===== config.mk =====
export PLATFORM = sky130hd
export DESIGN_NAME = rtio_event_scheduler
export DESIGN_NICKNAME = d
export VERILOG_FILES = /design/src/rtl/rtio_sched_pkg.sv /design/src/rtl/rtio_event_fifo.sv /design/src/rtl/rtio_event_scheduler.sv
export SDC_FILE = /design/constraint.sdc
export NUM_CORES = 2
export LEC_CHECK = 0
export ABC_AREA = 1
export CAP_MARGIN = 15
export CORE_ASPECT_RATIO = 1.4
export CORE_MARGIN = 2
export CORE_UTILIZATION = 45
export DETAILED_ROUTE_END_ITERATION = 10
export SYNTH_ARGS = -nofsm -noshare
export SYNTH_HDL_FRONTEND = slang
export SYNTH_SLANG_ARGS = --single-unit

===== constraint.sdc =====
create_clock -name clk -period 24.3 [get_ports clk]
set_clock_uncertainty 0.1 [all_clocks]
set_input_delay 3.645 -clock clk [delete_from_list [all_inputs] [get_ports clk]]
set_output_delay 3.645 -clock clk [all_outputs]
set_load 0.01 [all_outputs]

===== src/rtl/rtio_sched_pkg.sv =====
// Shared types and helpers for the RTIO timed event scheduler.
package rtio_sched_pkg;

  localparam int unsigned TS_WIDTH       = 64;
  localparam int unsigned EVT_DATA_WIDTH = 64;
  localparam int unsigned LATE_CNT_WIDTH = 16;

  typedef enum logic [1:0] {
    IDLE = 2'd0,
    RUN  = 2'd1,
    HALT = 2'd2
  } sched_state_t;

  typedef struct packed {
    logic [TS_WIDTH-1:0]       ts;
    logic [EVT_DATA_WIDTH-1:0] data;
  } rtio_event_t;

  // Saturating increment for the late-event counter.
  function automatic logic [LATE_CNT_WIDTH-1:0] sat_inc(input logic [LATE_CNT_WIDTH-1:0] v);
    logic [LATE_CNT_WIDTH-1:0] r;
    r = (v == {LATE_CNT_WIDTH{1'b1}}) ? v : v + LATE_CNT_WIDTH'(1);
    return r;
  endfunction

endpackage


===== src/rtl/rtio_event_fifo.sv =====
// First-word-fall-through event buffer with occupancy count and single-cycle flush.
module rtio_event_fifo #(
  parameter int unsigned WIDTH      = 128,
  parameter int unsigned DEPTH      = 16,
  parameter int unsigned ADDR_WIDTH = 4
) (
  input  logic                  clk,
  input  logic                  reset,
  input  logic                  flush,
  input  logic                  push,
  input  logic                  pop,
  input  logic [WIDTH-1:0]      din,
  output logic [WIDTH-1:0]      dout,
  output logic [ADDR_WIDTH:0]   count
);

  logic [WIDTH-1:0]      mem_q [DEPTH];
  logic [ADDR_WIDTH-1:0] wr_ptr_q, wr_ptr_d;
  logic [ADDR_WIDTH-1:0] rd_ptr_q, rd_ptr_d;
  logic [ADDR_WIDTH:0]   count_q, count_d;
  logic                  do_push_c;
  logic                  do_pop_c;

  // Flush overrides any same-cycle push or pop.
  always_comb begin
    do_push_c = push && (count_q != (ADDR_WIDTH+1)'(DEPTH)) && !flush;
    do_pop_c  = pop && (count_q != '0) && !flush;
    wr_ptr_d  = wr_ptr_q;
    rd_ptr_d  = rd_ptr_q;
    count_d   = count_q;
    if (flush) begin
      wr_ptr_d = '0;
      rd_ptr_d = '0;
      count_d  = '0;
    end else begin
      if (do_push_c) wr_ptr_d = wr_ptr_q + ADDR_WIDTH'(1);
      if (do_pop_c)  rd_ptr_d = rd_ptr_q + ADDR_WIDTH'(1);
      case ({do_push_c, do_pop_c})
        2'b10:   count_d = count_q + (ADDR_WIDTH+1)'(1);
        2'b01:   count_d = count_q - (ADDR_WIDTH+1)'(1);
        default: count_d = count_q;
      endcase
    end
  end

  always_ff @(posedge clk) begin
    if (reset) begin
      wr_ptr_q <= '0;
      rd_ptr_q <= '0;
      count_q  <= '0;
    end else begin
      wr_ptr_q <= wr_ptr_d;
      rd_ptr_q <= rd_ptr_d;
      count_q  <= count_d;
    end
  end

  // Storage carries no reset; validity is tracked by the pointers.
  always_ff @(posedge clk) begin
    if (do_push_c) mem_q[wr_ptr_q] <= din;
  end

  assign dout  = mem_q[rd_ptr_q];
  assign count = count_q;

endmodule


===== src/rtl/rtio_event_scheduler.sv =====
// Timed event dispatcher: issues each buffered event when the timestamp counter
// reaches its time, drops late events and halts until flushed.
module rtio_event_scheduler
  import rtio_sched_pkg::*;
#(
  parameter int unsigned DATA_WIDTH      = 64,
  parameter int unsigned FIFO_DEPTH      = 16,
  parameter int unsigned FIFO_ADDR_WIDTH = 4
) (
  input  logic                      clk,
  input  logic                      reset,
  input  logic [TS_WIDTH-1:0]       counter,
  input  logic                      auto_start,
  input  logic                      flush,
  input  logic                      clear_status,
  input  logic                      wr_valid,
  output logic                      wr_ready,
  input  logic [TS_WIDTH-1:0]       wr_timestamp,
  input  logic [DATA_WIDTH-1:0]     wr_data,
  output logic                      out_valid,
  output logic [DATA_WIDTH-1:0]     out_data,
  output logic [TS_WIDTH-1:0]       out_timestamp,
  output logic                      underflow,
  output logic [LATE_CNT_WIDTH-1:0] late_count,
  output logic [FIFO_ADDR_WIDTH:0]  fifo_count,
  output logic                      busy
);

  localparam int unsigned EVT_WIDTH = TS_WIDTH + DATA_WIDTH;

  sched_state_t              state_q, state_d;
  logic                      out_valid_q, out_valid_d;
  logic [DATA_WIDTH-1:0]     out_data_q, out_data_d;
  logic [TS_WIDTH-1:0]       out_ts_q, out_ts_d;
  logic                      underflow_q, underflow_d;
  logic [LATE_CNT_WIDTH-1:0] late_count_q, late_count_d;

  logic [EVT_WIDTH-1:0]      head;
  logic [TS_WIDTH-1:0]       head_ts;
  logic [DATA_WIDTH-1:0]     head_data;
  logic                      head_valid_c;
  logic                      push_c;
  logic                      pop_c;
  logic                      dispatch_c;
  logic                      late_c;

  rtio_event_fifo #(
    .WIDTH      (EVT_WIDTH),
    .DEPTH      (FIFO_DEPTH),
    .ADDR_WIDTH (FIFO_ADDR_WIDTH)
  ) u_fifo (
    .clk   (clk),
    .reset (reset),
    .flush (flush),
    .push  (push_c),
    .pop   (pop_c),
    .din   ({wr_timestamp, wr_data}),
    .dout  (head),
    .count (fifo_count)
  );

  assign head_ts      = head[EVT_WIDTH-1 -: TS_WIDTH];
  assign head_data    = head[DATA_WIDTH-1:0];
  assign head_valid_c = (fifo_count != '0);
  assign wr_ready     = (fifo_count != (FIFO_ADDR_WIDTH+1)'(FIFO_DEPTH));
  assign push_c       = wr_valid && wr_ready;

  // Head compare, FSM and status update; a late event outranks clear_status.
  always_comb begin
    state_d      = state_q;
    out_valid_d  = 1'b0;
    out_data_d   = out_data_q;
    out_ts_d     = out_ts_q;
    underflow_d  = clear_status ? 1'b0 : underflow_q;
    late_count_d = clear_status ? '0 : late_count_q;
    dispatch_c   = 1'b0;
    late_c       = 1'b0;

    if ((state_q == RUN) && head_valid_c && !flush) begin
      dispatch_c = (head_ts == counter);
      late_c     = (head_ts < counter);
    end
    pop_c = dispatch_c || late_c;

    if (dispatch_c) begin
      out_valid_d = 1'b1;
      out_data_d  = head_data;
      out_ts_d    = head_ts;
    end
    if (late_c) begin
      underflow_d  = 1'b1;
      late_count_d = sat_inc(late_count_d);
    end

    case (state_q)
      IDLE:    if (auto_start) state_d = RUN;
      RUN: begin
        if (late_c)           state_d = HALT;
        else if (!auto_start) state_d = IDLE;
      end
      HALT:    state_d = HALT;
      default: state_d = IDLE;
    endcase
    if (flush) state_d = IDLE;
  end

  always_ff @(posedge clk) begin
    if (reset) begin
      state_q      <= IDLE;
      out_valid_q  <= 1'b0;
      out_data_q   <= '0;
      out_ts_q     <= '0;
      underflow_q  <= 1'b0;
      late_count_q <= '0;
    end else begin
      state_q      <= state_d;
      out_valid_q  <= out_valid_d;
      out_data_q   <= out_data_d;
      out_ts_q     <= out_ts_d;
      underflow_q  <= underflow_d;
      late_count_q <= late_count_d;
    end
  end

  assign out_valid     = out_valid_q;
  assign out_data      = out_data_q;
  assign out_timestamp = out_ts_q;
  assign underflow     = underflow_q;
  assign late_count    = late_count_q;
  assign busy          = (state_q == RUN) && head_valid_c;

endmodule


==> impl_metrics.py <==
metrics = {
    "power_and_ir_drop": {
        "static-leakage-power_nw": 32.0,
        "vdd_ir_drop_max_v": 0.0000668,
        "power_density_mw_per_mm2": 76.7,
    },
    "placed_design": {
        "place.gp.congestion": 0.885,
        "place.detailed.hpwl_um": 126000,
        "detailed_place.area_mm2": 0.0921,
        "port_buffers": 350,
        "place_worst_setup_slack_ps": 15800,
    },
    "layout": {
        "finish.net_count": 6932,
        "fin_area_mm2": 0.0990,
        "final_util_pct": 51.8,
        "final-seq-area_mm2": 0.0648,
        "fillerInstances": 16000,
        "syn_to_final_growth_pct": 14.5,
        "multi_input_area_mm2": 0.0193,
        "drive_above_1_share_pct": 6.37,
    },
    "floorplanning": {
        "top_level_ports": 351,
        "die_y_um": 523,
        "start_util_pct": 45.2,
        "core_mm2": 0.191,
        "floorplan.die.width_um": 375,
        "die_area_mm2": 0.196,
        "row_count": 190,
    },
    "yosys": {
        "synthMostInstantiatedCell": "edfxtp_1",
        "ys_types": 39,
        "yosys_warnings": 0,
        "synth_area_leaders": "edfxtp_1 71%, o21ai_0 6.6%, nor2_1 5.2%",
        "synth_flop_cell": "edfxtp_1",
        "count_of_flip_flops_with_a_built_in_enable_after_synthesis": 2048,
        "total_of_flip_flops_plus_latches_after_synthesis": 2213,
        "synth-async-reset-ratio_pct": 0,
        "seq_area_frac_synth_pct": 74.9,
        "synth_nets": 6753,
        "synth_top_area_share_pct": 71.1,
        "post-synth-top-area-cell": "edfxtp_1",
        "synthCells": 6480,
        "synth_top_cells_by_count": "2048 x edfxtp_1, 1206 x nor2_1, 1146 x o21ai_0, 333 x clkbuf_1, 284 x o221ai_1",
        "synth.cell_area_mm2": 0.0865,
        "synthesized_area_per_cell_um2": 13.3,
    },
    "sta": {
        "final-setup-viol-count": 0,
        "max_clock_freq_mhz": 116,
        "report.final.slew_viol_count": 0,
        "final.setup.tns_ps": 0,
        "report.final.hold_viol_count": 0,
        "maxSlewHeadroom_pct": 18.4,
        "period_utilization_pct": 35.5,
        "timing.final.crit_period_ps": 8620,
        "setup_ws_ps": 15680,
        "grt_setup_unrepaired": "false",
        "fin_hold_ws_ps": 393,
        "worstMarginPinSlew_ps": 1220,
    },
    "cts": {
        "cts_hold_repair.buffers": 0,
        "h-tree-depth": 4,
        "cts.sink_count": 2213,
        "number_of_resized_instances_in_the_post_cts_repair_step": 0,
        "clk_pin_slew_worst_paths_ps": 60,
        "worstSkewPairLatency_ps": 860,
        "numCtsBuffers": 214,
        "cts.repair_timing.setup_buffer_count": 0,
        "root_buffer": "clkbuf_16",
        "tritoncts": "yes",
        "cts.path.max_buffers": 4,
    },
    "detailed_routing": {
        "number_of_drc_violations_after_detailed_routing_iteration_0": 5888,
        "drt-pass1-iter-count": 6,
        "antenna_left": 0,
        "drc_errors": 0,
        "drt-vias-per-instance": 6.04,
        "drt-total-wl_um": 255000,
        "average_wire_per_cell_in_the_routed_design_um": 27.2,
        "num_vias": 56500,
    },
    "setup_path": {
        "critPathRequiredTime_ps": 24970,
        "worst_ep_arrival_time_ps": 9280,
        "critical_path.startpoint_type": "flop",
        "worstPathMaxFanout": 130,
        "regToRegSetupSlack_ps": 15680,
        "setup.worst_path.class": "reg2reg",
        "timing.critical_path.to_type": "flop",
        "timing.reg2reg.worst_path_depth": 26,
    },
    "hold_path": {
        "hold_class": "reg2reg",
        "hold_path_depth": 2,
    },
    "grt": {
        "grt_pass1_wl_um": 367000,
        "grt_antenna_before_repair": 35,
        "largest_net_degree_at_the_start_of_global_routing": 222,
        "grt_util_all_layers_pct": 25.3,
        "gr_overflow_total": 0,
        "via_count_of_the_first_global_routing_pass": 54100,
    },
    "job": {
        "maxcap_violations": 0,
    },
    "status": {
        "status": "completed",
    },
}
[cell families (layout without fill, tap and decap cells)]
| logic type | after synthesis | after routing | share of synthesized area (%) |
|---|---|---|---|
| buffers and inverters | 601 | 953 | 2.88 |
| adder cells (fa/ha/maj) | 75 | 75 | 1.09 |
| AND/OR/NAND/NOR | 1516 | 1516 | 6.84 |
| flip-flops | 2213 | 2213 | 74.9 |
| other | 0 | 22 | 0 |
| XOR/XNOR | 17 | 17 | 0.172 |
| AO/OA/AOI/OAI | 2058 | 2058 | 14.1 |
[where the power goes]
group	switching [mW]	internal, mW
clock network	1.42	1.84
registers	0.00362	4.17
logic	0.110	0.0522
total	1.53	6.07
[worst paths after layout]
check	start	end
setup / recovery	flop	u_fifo.count[4]$_SDFFE_PP0P_
hold / removal	underflow$_SDFFE_PP0P_	underflow$_SDFFE_PP0P_
setup reg to reg	flop	u_fifo.count[4]$_SDFFE_PP0P_
hold reg to reg	underflow$_SDFFE_PP0P_	underflow$_SDFFE_PP0P_
[area by class of cell]
class                   count  area share [%]
diodes                     22          0.0556
clock buffers             303            6.03
inverters                 127           0.514
clock inverters            86           0.852
multi-input cells        3666            19.5
flip-flops and latches   2213            65.5
repair buffers            437            4.41
well taps                2496            3.15
[placed cells by master, fill, tap and decap left out, types with 161 or more instances in the layout]
cell type	n
dfxtp_1	161
nand2_1	165
clkbuf_16	216
o21ai_0	1146
o22ai_1	232
edfxtp_1	2048
o221ai_1	284
clkdlybuf4s50_1	350
nor2_1	1190
[flip-flops by register name (all words and copies together), names as in the netlist, named ones only]
| signal | count |
|---|---|
| u_fifo.rd_ptr_q | 4 |
| state_q | 2 |
| out_valid | 1 |
| u_fifo.mem_q | 2048 |
| underflow | 1 |
| late_count | 16 |
| out_timestamp | 64 |
| u_fifo.wr_ptr_q | 4 |
| out_data | 64 |
| u_fifo.count | 5 |
[per-stage QoR]
step | std cells | power (mW)
finish | 9350 | 7.59
floorplan | 6480 | 4.31
global route | 9336 | 7.80
CTS | 9328 | 7.65
detailed placement | 8939 | 4.42
global placement | 8939 | 4.42
[metal layers]
metal / vias up / GRT usage [%] / share of wire [%]
met4: 22 / 8.37 / 3.0
met2: 2258 / 42.0 / 48
li1: 24900 / - / -
met5: - / 0 / 0.051
met1: 28900 / 33.7 / 41
met3: 432 / 4.59 / 7.6
[critical path, cell delays in order, from the launching register on]
cell and delay (ps):
dfxtp_4 500, inv_8 610, buf_4 780, buf_4 850, buf_4 850, o21ai_0 170, o221ai_1 190, o211ai_1 130
nand2_1 300, ha_1 310, a21oi_1 130, o21ai_0 90, o21bai_1 160, nand2_1 110, a21oi_2 710, nand2_2 510
nand2_1 310, ha_1 300, inv_1 80, fa_1 400, inv_1 70, a31oi_1 70, inv_1 70, o21ai_0 70
a21oi_1 160, o21ai_0 90, a21oi_1 130
No activity file was read; power rests on OpenSTA's default activity.
